--- config.mk ---
export PLATFORM = sky130hd
export DESIGN_NAME = poly_nco
export DESIGN_NICKNAME = d
export VERILOG_FILES = /design/src/rtl/poly_nco.sv
export SDC_FILE = /design/constraint.sdc
export NUM_CORES = 1
export LEC_CHECK = 0
export BUFFER_PORTS_ARGS = -buffer_cell sky130_fd_sc_hd__buf_4
export CAP_MARGIN = 20
export CORE_ASPECT_RATIO = 1.75
export CORE_MARGIN = 5
export CORE_UTILIZATION = 30
export CTS_BUF_LIST = sky130_fd_sc_hd__clkbuf_4
export CTS_CLUSTER_SIZE = 20
export DETAILED_ROUTE_END_ITERATION = 16
export GPL_TIMING_DRIVEN = 1
export HOLD_SLACK_MARGIN = 0.1
export PLACE_DENSITY_LB_ADDON = 0.12
export SLEW_MARGIN = 30
export SYNTH_ARGS = -nofsm -noshare
export SYNTH_HDL_FRONTEND = slang
export SYNTH_SLANG_ARGS = --single-unit
--- constraint.sdc ---
create_clock -name clock -period 9.55 [get_ports clock]
set_input_delay 0.4775 -clock clock [delete_from_list [all_inputs] [get_ports clock]]
set_output_delay 0.4775 -clock clock [all_outputs]
set_load 0.01 [all_outputs]
--- src/rtl/poly_nco.sv ---
// poly_nco: time-multiplexed polyphonic oscillator bank, one shared waveform datapath swept one voice per clock.
// Latency: sample_tick to out_valid is VOICES+1 cycles; out holds between pulses.
// Backpressure: none; a tick arriving mid-sweep or with out_valid high is dropped and sets sticky overrun.
// Optional: define POLY_NCO_SATURATE_EN for an unattenuated, saturating mix plus a sticky clip output.
module poly_nco #(
  parameter int VOICES     = 4,
  parameter int PHASE_BITS = 24,
  parameter int OUT_BITS   = 16
) (
  input  logic                      clock,
  input  logic                      reset,
  input  logic                      sample_tick,
  input  logic                      wr_en,
  input  logic [$clog2(VOICES)-1:0] wr_voice,
  input  logic [PHASE_BITS-1:0]     wr_inc,
  input  logic [1:0]                wr_mode,
  input  logic                      wr_sync,
  output logic [OUT_BITS-1:0]       out,
  output logic                      out_valid,
  output logic                      busy,
  output logic                      overrun
`ifdef POLY_NCO_SATURATE_EN
  ,
  output logic                      clip
`endif
);

  localparam int VW = $clog2(VOICES);
  localparam int AW = OUT_BITS + VW;
  localparam logic [VW-1:0] LAST_VOICE = VW'(VOICES - 1);

  typedef enum logic {IDLE, RUN} state_t;

  state_t state_q, state_d;

  // staging entries, written at any time by control logic
  logic [PHASE_BITS-1:0] stg_inc_q  [VOICES];
  logic [1:0]            stg_mode_q [VOICES];
  logic                  stg_sync_q [VOICES];

  // active voice registers, loaded only at commit
  logic [PHASE_BITS-1:0] act_inc_q  [VOICES];
  logic [1:0]            act_mode_q [VOICES];
  logic [PHASE_BITS-1:0] phase_q    [VOICES];

  logic [VW-1:0]         cnt_q;
  logic signed [AW-1:0]  acc_q;
  logic [OUT_BITS-1:0]   out_q;
  logic                  out_valid_q;
  logic                  overrun_q;

  logic                  start;
  logic                  last;
  logic [OUT_BITS-1:0]   p_val;
  logic [OUT_BITS-1:0]   q_val;
  logic [OUT_BITS-1:0]   tri_val;
  logic                  ph_msb;
  logic [OUT_BITS-1:0]   wave;
  logic signed [AW-1:0]  acc_sum;
  logic [OUT_BITS-1:0]   mix_d;

`ifdef POLY_NCO_SATURATE_EN
  localparam logic signed [AW-1:0] SAT_MAX = {{(VW+1){1'b0}}, {(OUT_BITS-1){1'b1}}};
  localparam logic signed [AW-1:0] SAT_MIN = {{(VW+1){1'b1}}, {(OUT_BITS-1){1'b0}}};
  logic sat_hit;
  logic clip_q;
`endif

  // sweep state register
  always_ff @(posedge clock) begin
    if (reset) state_q <= IDLE;
    else       state_q <= state_d;
  end

  // sweep next-state: an accepted tick starts a sweep, the last voice ends it
  always_comb begin
    state_d = state_q;
    case (state_q)
      IDLE:    if (start) state_d = RUN;
      RUN:     if (last)  state_d = IDLE;
      default: state_d = IDLE;
    endcase
  end

  // sweep outputs: a tick in the out_valid cycle is treated as a collision, not a start
  always_comb begin
    busy  = (state_q == RUN);
    start = (state_q == IDLE) && sample_tick && !out_valid_q;
    last  = (state_q == RUN) && (cnt_q == LAST_VOICE);
  end

  // waveform of the voice selected by cnt_q, from its pre-update phase, and the mix result
  always_comb begin
    ph_msb  = phase_q[cnt_q][PHASE_BITS-1];
    p_val   = phase_q[cnt_q][PHASE_BITS-1 -: OUT_BITS];
    q_val   = phase_q[cnt_q][PHASE_BITS-2 -: OUT_BITS];
    tri_val = ph_msb ? ~q_val : q_val;
    case (act_mode_q[cnt_q])
      2'd1:    wave = {~p_val[OUT_BITS-1], p_val[OUT_BITS-2:0]};
      2'd2:    wave = ph_msb ? {1'b1, {(OUT_BITS-1){1'b0}}} : {1'b0, {(OUT_BITS-1){1'b1}}};
      2'd3:    wave = {~tri_val[OUT_BITS-1], tri_val[OUT_BITS-2:0]};
      default: wave = '0;
    endcase
    acc_sum = acc_q + $signed({{VW{wave[OUT_BITS-1]}}, wave});
`ifdef POLY_NCO_SATURATE_EN
    sat_hit = 1'b0;
    if (acc_sum > SAT_MAX) begin
      mix_d   = {1'b0, {(OUT_BITS-1){1'b1}}};
      sat_hit = 1'b1;
    end else if (acc_sum < SAT_MIN) begin
      mix_d   = {1'b1, {(OUT_BITS-1){1'b0}}};
      sat_hit = 1'b1;
    end else begin
      mix_d   = OUT_BITS'(acc_sum);
    end
`else
    mix_d = OUT_BITS'(acc_sum >>> VW);
`endif
  end

  // staging writes land after the commit, so a write in the tick cycle waits for the next tick
  always_ff @(posedge clock) begin
    if (reset) begin
      for (int i = 0; i < VOICES; i++) begin
        stg_inc_q[i]  <= '0;
        stg_mode_q[i] <= '0;
        stg_sync_q[i] <= 1'b0;
      end
    end else begin
      for (int i = 0; i < VOICES; i++) begin
        if (wr_en && (wr_voice == VW'(i))) begin
          stg_inc_q[i]  <= wr_inc;
          stg_mode_q[i] <= wr_mode;
          stg_sync_q[i] <= wr_sync;
        end else if (start) begin
          stg_sync_q[i] <= 1'b0;
        end
      end
    end
  end

  // commit staging into the active set; otherwise advance the phase of the voice being swept
  always_ff @(posedge clock) begin
    if (reset) begin
      for (int i = 0; i < VOICES; i++) begin
        act_inc_q[i]  <= '0;
        act_mode_q[i] <= '0;
        phase_q[i]    <= '0;
      end
    end else begin
      for (int i = 0; i < VOICES; i++) begin
        if (start) begin
          act_inc_q[i]  <= stg_inc_q[i];
          act_mode_q[i] <= stg_mode_q[i];
          if (stg_sync_q[i]) phase_q[i] <= '0;
        end else if (busy && (cnt_q == VW'(i))) begin
          phase_q[i] <= phase_q[i] + act_inc_q[i];
        end
      end
    end
  end

  // voice counter, mix accumulator, result register and sticky flags
  always_ff @(posedge clock) begin
    if (reset) begin
      cnt_q       <= '0;
      acc_q       <= '0;
      out_q       <= '0;
      out_valid_q <= 1'b0;
      overrun_q   <= 1'b0;
`ifdef POLY_NCO_SATURATE_EN
      clip_q      <= 1'b0;
`endif
    end else begin
      out_valid_q <= last;
      if (sample_tick && !start) overrun_q <= 1'b1;
      if (start) begin
        cnt_q <= '0;
        acc_q <= '0;
      end else if (busy) begin
        cnt_q <= cnt_q + VW'(1);
        acc_q <= acc_sum;
      end
      if (last) out_q <= mix_d;
`ifdef POLY_NCO_SATURATE_EN
      if (last && sat_hit) clip_q <= 1'b1;
`endif
    end
  end

  assign out       = out_q;
  assign out_valid = out_valid_q;
  assign overrun   = overrun_q;
`ifdef POLY_NCO_SATURATE_EN
  assign clip      = clip_q;
`endif

endmodule

==> out/qor.txt, run 1 <==
Chip width = 198.7 um
Overall Power = 3.708 mW
Mapped Cells = 1628
ANT nets after route = 0
Synth Cell Area = 0.01870 mm^2
First-pass GRT wire length = 79320 um
IR drop worst, VDD = 0.00008580 V
Clk root buf = clkbuf_4
Final core occ = 0.3468
Lkg Pwr = 8.575 nW
Setup tns final = 0 ns
Synth-to-Final Area Change = 15.09%
# DRC = 0
Worst-skew pair later-pin latency = 0.91 ns
Core region area = 0.06207 mm^2
Final Cycle Share = 0.4718
Yosys reg bits = 349
Flop2flop setup slack = 5.04 ns
CTS tree = done
Final WL = 53040 um
CTS-repair resized insts = 0
Layout cells sized above 1 = 0.1384
Worst flop-to-flop path endpoint = acc_q[16]
Relative slew slack = 0.3970
Unrepaired setup endpoints after global routing = no
Placement Rows = 121
GP Congestion = 0.8571
Synth Area per Inst = 11.49 um^2
Worst-margin pin slew = 0.9045 ns
Crit start category = register
Gr usage total = 0.1569
Outcome = complete, no violations
Buffers on Ports = 51
Min cycle time layout = 4.505 ns
DP HPWL = 39740 um
Setup bufs post-CTS = 0
Max Transition Viols Final = 0
Post-detailed-route via-to-cell ratio = 4.822
Final hold viol count = 0
DR vias = 12760
Hold path cells = 2
Die height = 340.3 um
FF-to-FF path depth = 18
CTS buffer count = 92
Unique masters post-synth = 75
Congestion Overflow GR = 0
Synth Warn # = 0
Crit path arrival time = 5.32 ns
Hold Startpoint = out[2]
Asr flop ratio synth = 0
Min-Delay Endpoint = out[2]
Worst Hold Class = reg2reg
Syn Nets = 1779
Clock skew = 0.09478 ns
Critical Path RT = 10.36 ns
Primary FF master, synth = edfxtp_1
Worst hold margin = 0.4553 ns
Critical path fanouts, max = 22
Largest net degree at the start of global routing = 95
Max Freq = 0.2220 GHz
CTS HTree Levels = 3
Crit. End Element = register
Ports = 52
Number of DRC markers in iteration 0 = 457
Vias in the first global route = 13300
Register area share after synthesis = 0.5384
Max_cap viols = 0
Total Nets Final = 1926
DR pass1 iterations = 5
Clock tree buffer depth = 3
Power density over the cells = 172.3 mW/mm^2
Clk slew on worst S/H paths = 0.07 ns
Finish-stage setup viols = 0
Initial Util = 0.3013
Antenna violations before repair = 3
EDFF count, synth = 308
Die area = 0.06763 mm^2
# clock sinks = 349
WL/cell = 20.05 um
Crit path kind = reg2reg
## through the flow
step / setup WS (ns) / instances / area [um^2]
after detailed placement: 4.981 / 2446 / 20040
after global routing: 4.599 / 2644 / 21520
final: 5.045 / 2645 / 21520
after CTS: 4.954 / 2641 / 21510
after global placement: 4.739 / 2446 / 20030
after floorplan: 4.552 / 1628 / 18700
## per-layer routing
layer / up-vias / track usage / wire (um)
li1: 6268 / - / -
met1: 6116 / 0.1646 / 19820
met2: 263 / 0.2978 / 29190
met3: 108 / 0.03100 / 2124
met4: 0 / 0.06801 / 1904
met5: - / 0 / 0
## Yosys cell counts, drive strengths merged (12+ instances only)
master	number	share of area
clkbuf	41	0.0082
a21oi	93	0.025
and3	12	0.0043
and2	228	0.076
o21ai	70	0.020
a21o	36	0.014
a211oi	14	0.0056
nand2	66	0.013
nand2b	21	0.0074
ha	113	0.076
xnor2	40	0.019
inv	46	0.0092
nand3	31	0.0083
o21a	19	0.0076
edfxtp	308	0.49
nor3	34	0.0091
mux2i	18	0.0096
mux4	18	0.022
xor2	52	0.024
dfxtp	41	0.044
nor2	164	0.033
nor2b	24	0.0080
## layout make-up
class                   count  area [um^2]
repair buffers            105        873.3
clock inverters            34        177.7
flip-flops and latches    349        10070
multi-input cells        1180         8262
inverters                  47        178.9
well taps                 799        999.7
diodes                      4        10.01
fillers                  6285        40550
clock buffers             127        953.4
## critical path: stages, from the launching register on
cell	delay, ns
dfxtp_1	0.32
buf_4	0.36
mux2_2	0.39
o21ai_2	0.52
nor2_1	0.13
xor2_1	0.18
o21ai_0	0.18
ha_1	0.19
inv_1	0.06
fa_1	0.40
nor2b_1	0.14
o21ai_1	0.08
a21oi_1	0.30
o211ai_1	0.19
o21ai_0	0.33
or3_1	0.17
a31oi_1	0.10
xor2_1	0.17
o31ai_1	0.19
## logic make-up (layout without fill, tap and decap cells)
kind of cell	Yosys count	in the layout	synth area share
AOI/OAI and AO/OA	305	305	0.1046
xor gates and xnor gates	92	92	0.04308
adders and majority gates	118	118	0.08095
buffers and inverters	99	313	0.02154
DFF	349	349	0.5384
muxes	39	39	0.03332
other	0	4	0
and+or+nand+nor	626	626	0.1782
## worst max-delay path by stage
stage	from	to	slack, ns	cells past startpoint
floorplan	sample_tick	act_inc_q[0][0]	4.55	5
CTS	register	acc_q[16]	4.95	18
detailed placement	register	acc_q[16]	4.98	18
finish	register	acc_q[16]	5.04	18
global placement	register	acc_q[16]	4.74	18
global route	register	acc_q[16]	4.60	18
## timing repair
item / in CTS / in global routing
hold endpoints to repair: 131 / 0
endpoints found under the setup margin: 0 / 0
hold buffers: 34 / 0
## registers in the layout, indices dropped and copies added (netlist names), named ones only
name        cells
act_mode_q      8
overrun         1
stg_mode_q      8
out_valid       1
acc_q          18
out            16
stg_sync_q      4
phase_q        96
stg_inc_q      96
cnt_q           2
act_inc_q      96
busy            1
## cell usage in the layout (no fill, tap or decap), drive strengths merged, types with 9 or more instances in the layout
| master | synthesis | routed |
|---|---|---|
| edfxtp | 308 | 308 |
| and2 | 228 | 228 |
| nor2 | 164 | 164 |
| clkbuf | 41 | 127 |
| ha | 113 | 113 |
| a21oi | 93 | 93 |
| buf | 11 | 71 |
| o21ai | 70 | 70 |
| nand2 | 66 | 66 |
| xor2 | 52 | 52 |
| inv | 46 | 50 |
| dfxtp | 41 | 41 |
| xnor2 | 40 | 40 |
| a21o | 36 | 36 |
| nor3 | 34 | 34 |
| dlygate4sd3 | 0 | 34 |
| nand3 | 31 | 31 |
| clkinv | 1 | 29 |
| nor2b | 24 | 24 |
| nand2b | 21 | 21 |
| o21a | 19 | 19 |
| mux2i | 18 | 18 |
| mux4 | 18 | 18 |
| a211oi | 14 | 14 |
| and3 | 12 | 12 |
| nor3b | 10 | 10 |
| or3 | 10 | 10 |
| o21bai | 10 | 10 |
| nand4 | 9 | 9 |
## power by group
part / switching (mW) / leakage, nW / internal [mW] / total [mW]
clock network: 0.663 / 0.666 / 0.644 / 1.31
registers: 0.0539 / 3.54 / 1.77 / 1.83
logic: 0.347 / 4.37 / 0.229 / 0.576
Note: power is estimated with default switching activity, not from simulation.
==> run 2, diff against run 1 <==
==> constraint.sdc (replaced) <==
create_clock -name clock -period 4.3 [get_ports clock]
set_input_delay 0.215 -clock clock [delete_from_list [all_inputs] [get_ports clock]]
set_output_delay 0.215 -clock clock [all_outputs]
set_load 0.01 [all_outputs]
==> run 2 against run 1 <==
  * Cell count grew 0.57%
  * Maximum frequency grew 12%
  * Worst hold slack lost 0.22 ns
  * Clock power grew 130%
  * Sequential share of layout area shrank 0.42 points
  * Core utilization grew 0.32 points
  * First-iteration DRC count grew 14%
  * Register-to-register slack lost 4.8 ns
  * Die area is the same
  * Design area grew 0.92%
  * Flip-flop and latch count is the same
  * Wire length grew 2.0%
  * Largest cell class unchanged
  * Highest routed layer unchanged
==> out/qor.txt, run 2 (synthesis results as in run 1) <==
Total Nets Final = 1942
Layout cells sized above 1 = 0.1512
WL/cell = 20.35 um
Min cycle time layout = 4.023 ns
Number of DRC markers in iteration 0 = 522
Relative slew slack = 0.4269
Synth-to-Final Area Change = 16.14%
Largest regs = act_inc_q: 96 flops, phase_q: 96 flops, stg_inc_q: 96 flops
Final Cycle Share = 0.9356
Gr usage total = 0.1597
Power density over the cells = 383.3 mW/mm^2
DP HPWL = 41330 um
IR drop worst, VDD = 0.0001904 V
Die height = 340.3 um
Slowest-stage cell, CP = mux4_2
Clk root buf = clkbuf_4
Crit start category = register
Clk slew on worst S/H paths = 0.07 ns
Lkg Pwr = 8.691 nW
Placement Rows = 121
Clock skew = 0.06787 ns
Die area = 0.06763 mm^2
Core region area = 0.06207 mm^2
CTS buffer count = 91
Max Transition Viols Final = 0
Setup tns final = 0 ns
Crit path arrival time = 4.80 ns
ANT nets after route = 0
Ports = 52
Number of fill cells = 6198
# clock sinks = 349
Initial Util = 0.3013
GP Congestion = 0.8456
Most frequent cells in the layout = edfxtp_1 (308), and2_1 (228), nor2_1 (162)
Crit. End Element = register
Critical path fanouts, max = 17
Chip width = 198.7 um
First-pass GRT wire length = 81280 um
Final hold viol count = 0
CTS tree = done
Unrepaired setup endpoints after global routing = no
Final WL = 54120 um
DR vias = 12780
Finish-stage setup viols = 0
Post-detailed-route via-to-cell ratio = 4.803
Commonest non-fill, non-tap cell in the layout = edfxtp_1
Congestion Overflow GR = 0
Max_cap viols = 0
Largest net degree at the start of global routing = 69
Most Frequent Cell on Critical Path = a21oi_1
DR pass1 iterations = 4
Antenna violations before repair = 2
Clock tree buffer depth = 3
Vias in the first global route = 13730
Buffers on Ports = 51
Worst Hold Class = in2reg
Crit-path cells = mux4_2, xor2_1, o21ai_0, ha_1, a21o_1, a21oi_1, inv_1, o2111ai_2, nand3_1, a2111oi_4, o31a_1, o21ai_1, a21oi_1
Max Freq = 0.2486 GHz
Overall Power = 8.326 mW
Critical Path RT = 5.08 ns
Worst-margin pin slew = 0.8507 ns
Worst-skew pair later-pin latency = 0.85 ns
Outcome = complete, no violations
# DRC = 0
Crit path kind = reg2reg
CTS HTree Levels = 3
Slowest stage delay, CP = 0.81 ns
[run 2: final cells by class]
class / count / area (um^2) / area share
Inverter: 47 / 178.9 / 0.008237
Clock inverter: 25 / 148.9 / 0.006854
Clock buffer: 135 / 1013 / 0.04666
Tap cell: 799 / 999.7 / 0.04602
Multi-Input combinational cell: 1180 / 8282 / 0.3813
Timing Repair Buffer: 122 / 1021 / 0.04700
Antenna cell: 3 / 7.507 / 0.0003456
Sequential cell: 349 / 10070 / 0.4636
[run 2: path summary, 6_finish.rpt]
path                       to       start  cells past startpoint  slack, ns
max                   out[15]    register                     13       0.28
min reg2reg            out[2]      out[2]                      2       0.45
min          stg_mode_q[0][1]  wr_mode[1]                      3       0.24
max reg2reg           out[15]    register                     13       0.28
[run 2: per-stage QoR]
step                      area (um^2)  std cells    util  hold slack (ns)  setup WS (ns)
after global routing            21720       2660  0.3500           0.1917       0.003727
after detailed placement        20170       2460  0.3249           0.4447        0.04017
after global placement          20150       2460  0.3247           0.4461         0.2354
after floorplan                 18700       1628       -           0.3762         0.4561
final                           21720       2660  0.3500           0.2400         0.2770
after CTS                       21700       2657  0.3496           0.1050        0.02750
[run 2: layer usage]
metal / track usage / share of wire / vias to the layer above
met4: 0.06729 / 0.037 / 0
li1: - / - / 6296
met1: 0.1640 / 0.37 / 6145
met5: 0 / 0 / -
met3: 0.02555 / 0.031 / 100
met2: 0.3123 / 0.56 / 234
[run 2: report_power, final]
part	switching [mW]	internal [mW]
Combinational	0.774	0.526
Clock	1.47	1.50
Sequential	0.124	3.93
[run 2: repair_timing]
| action | CTS | global route |
|---|---|---|
| endpoints found under the setup margin | 0 | 7 |
| setup buffers | 0 | 0 |
| resized for setup | 0 | 3 |
| hold endpoints to repair | 131 | 0 |
| hold buffers | 37 | 0 |
[run 2: critical path: cells and delay by family, from the launching register on]
family | cells | cell delay (ns)
XOR/XNOR | 1 | 0.25
AO/OA/AOI/OAI | 8 | 1.78
AND/OR/NAND/NOR | 1 | 0.22
flip-flops | 1 | 0.44
adder cells (fa/ha/maj) | 1 | 0.31
multiplexers | 1 | 0.81
buffers and inverters | 1 | 0.14
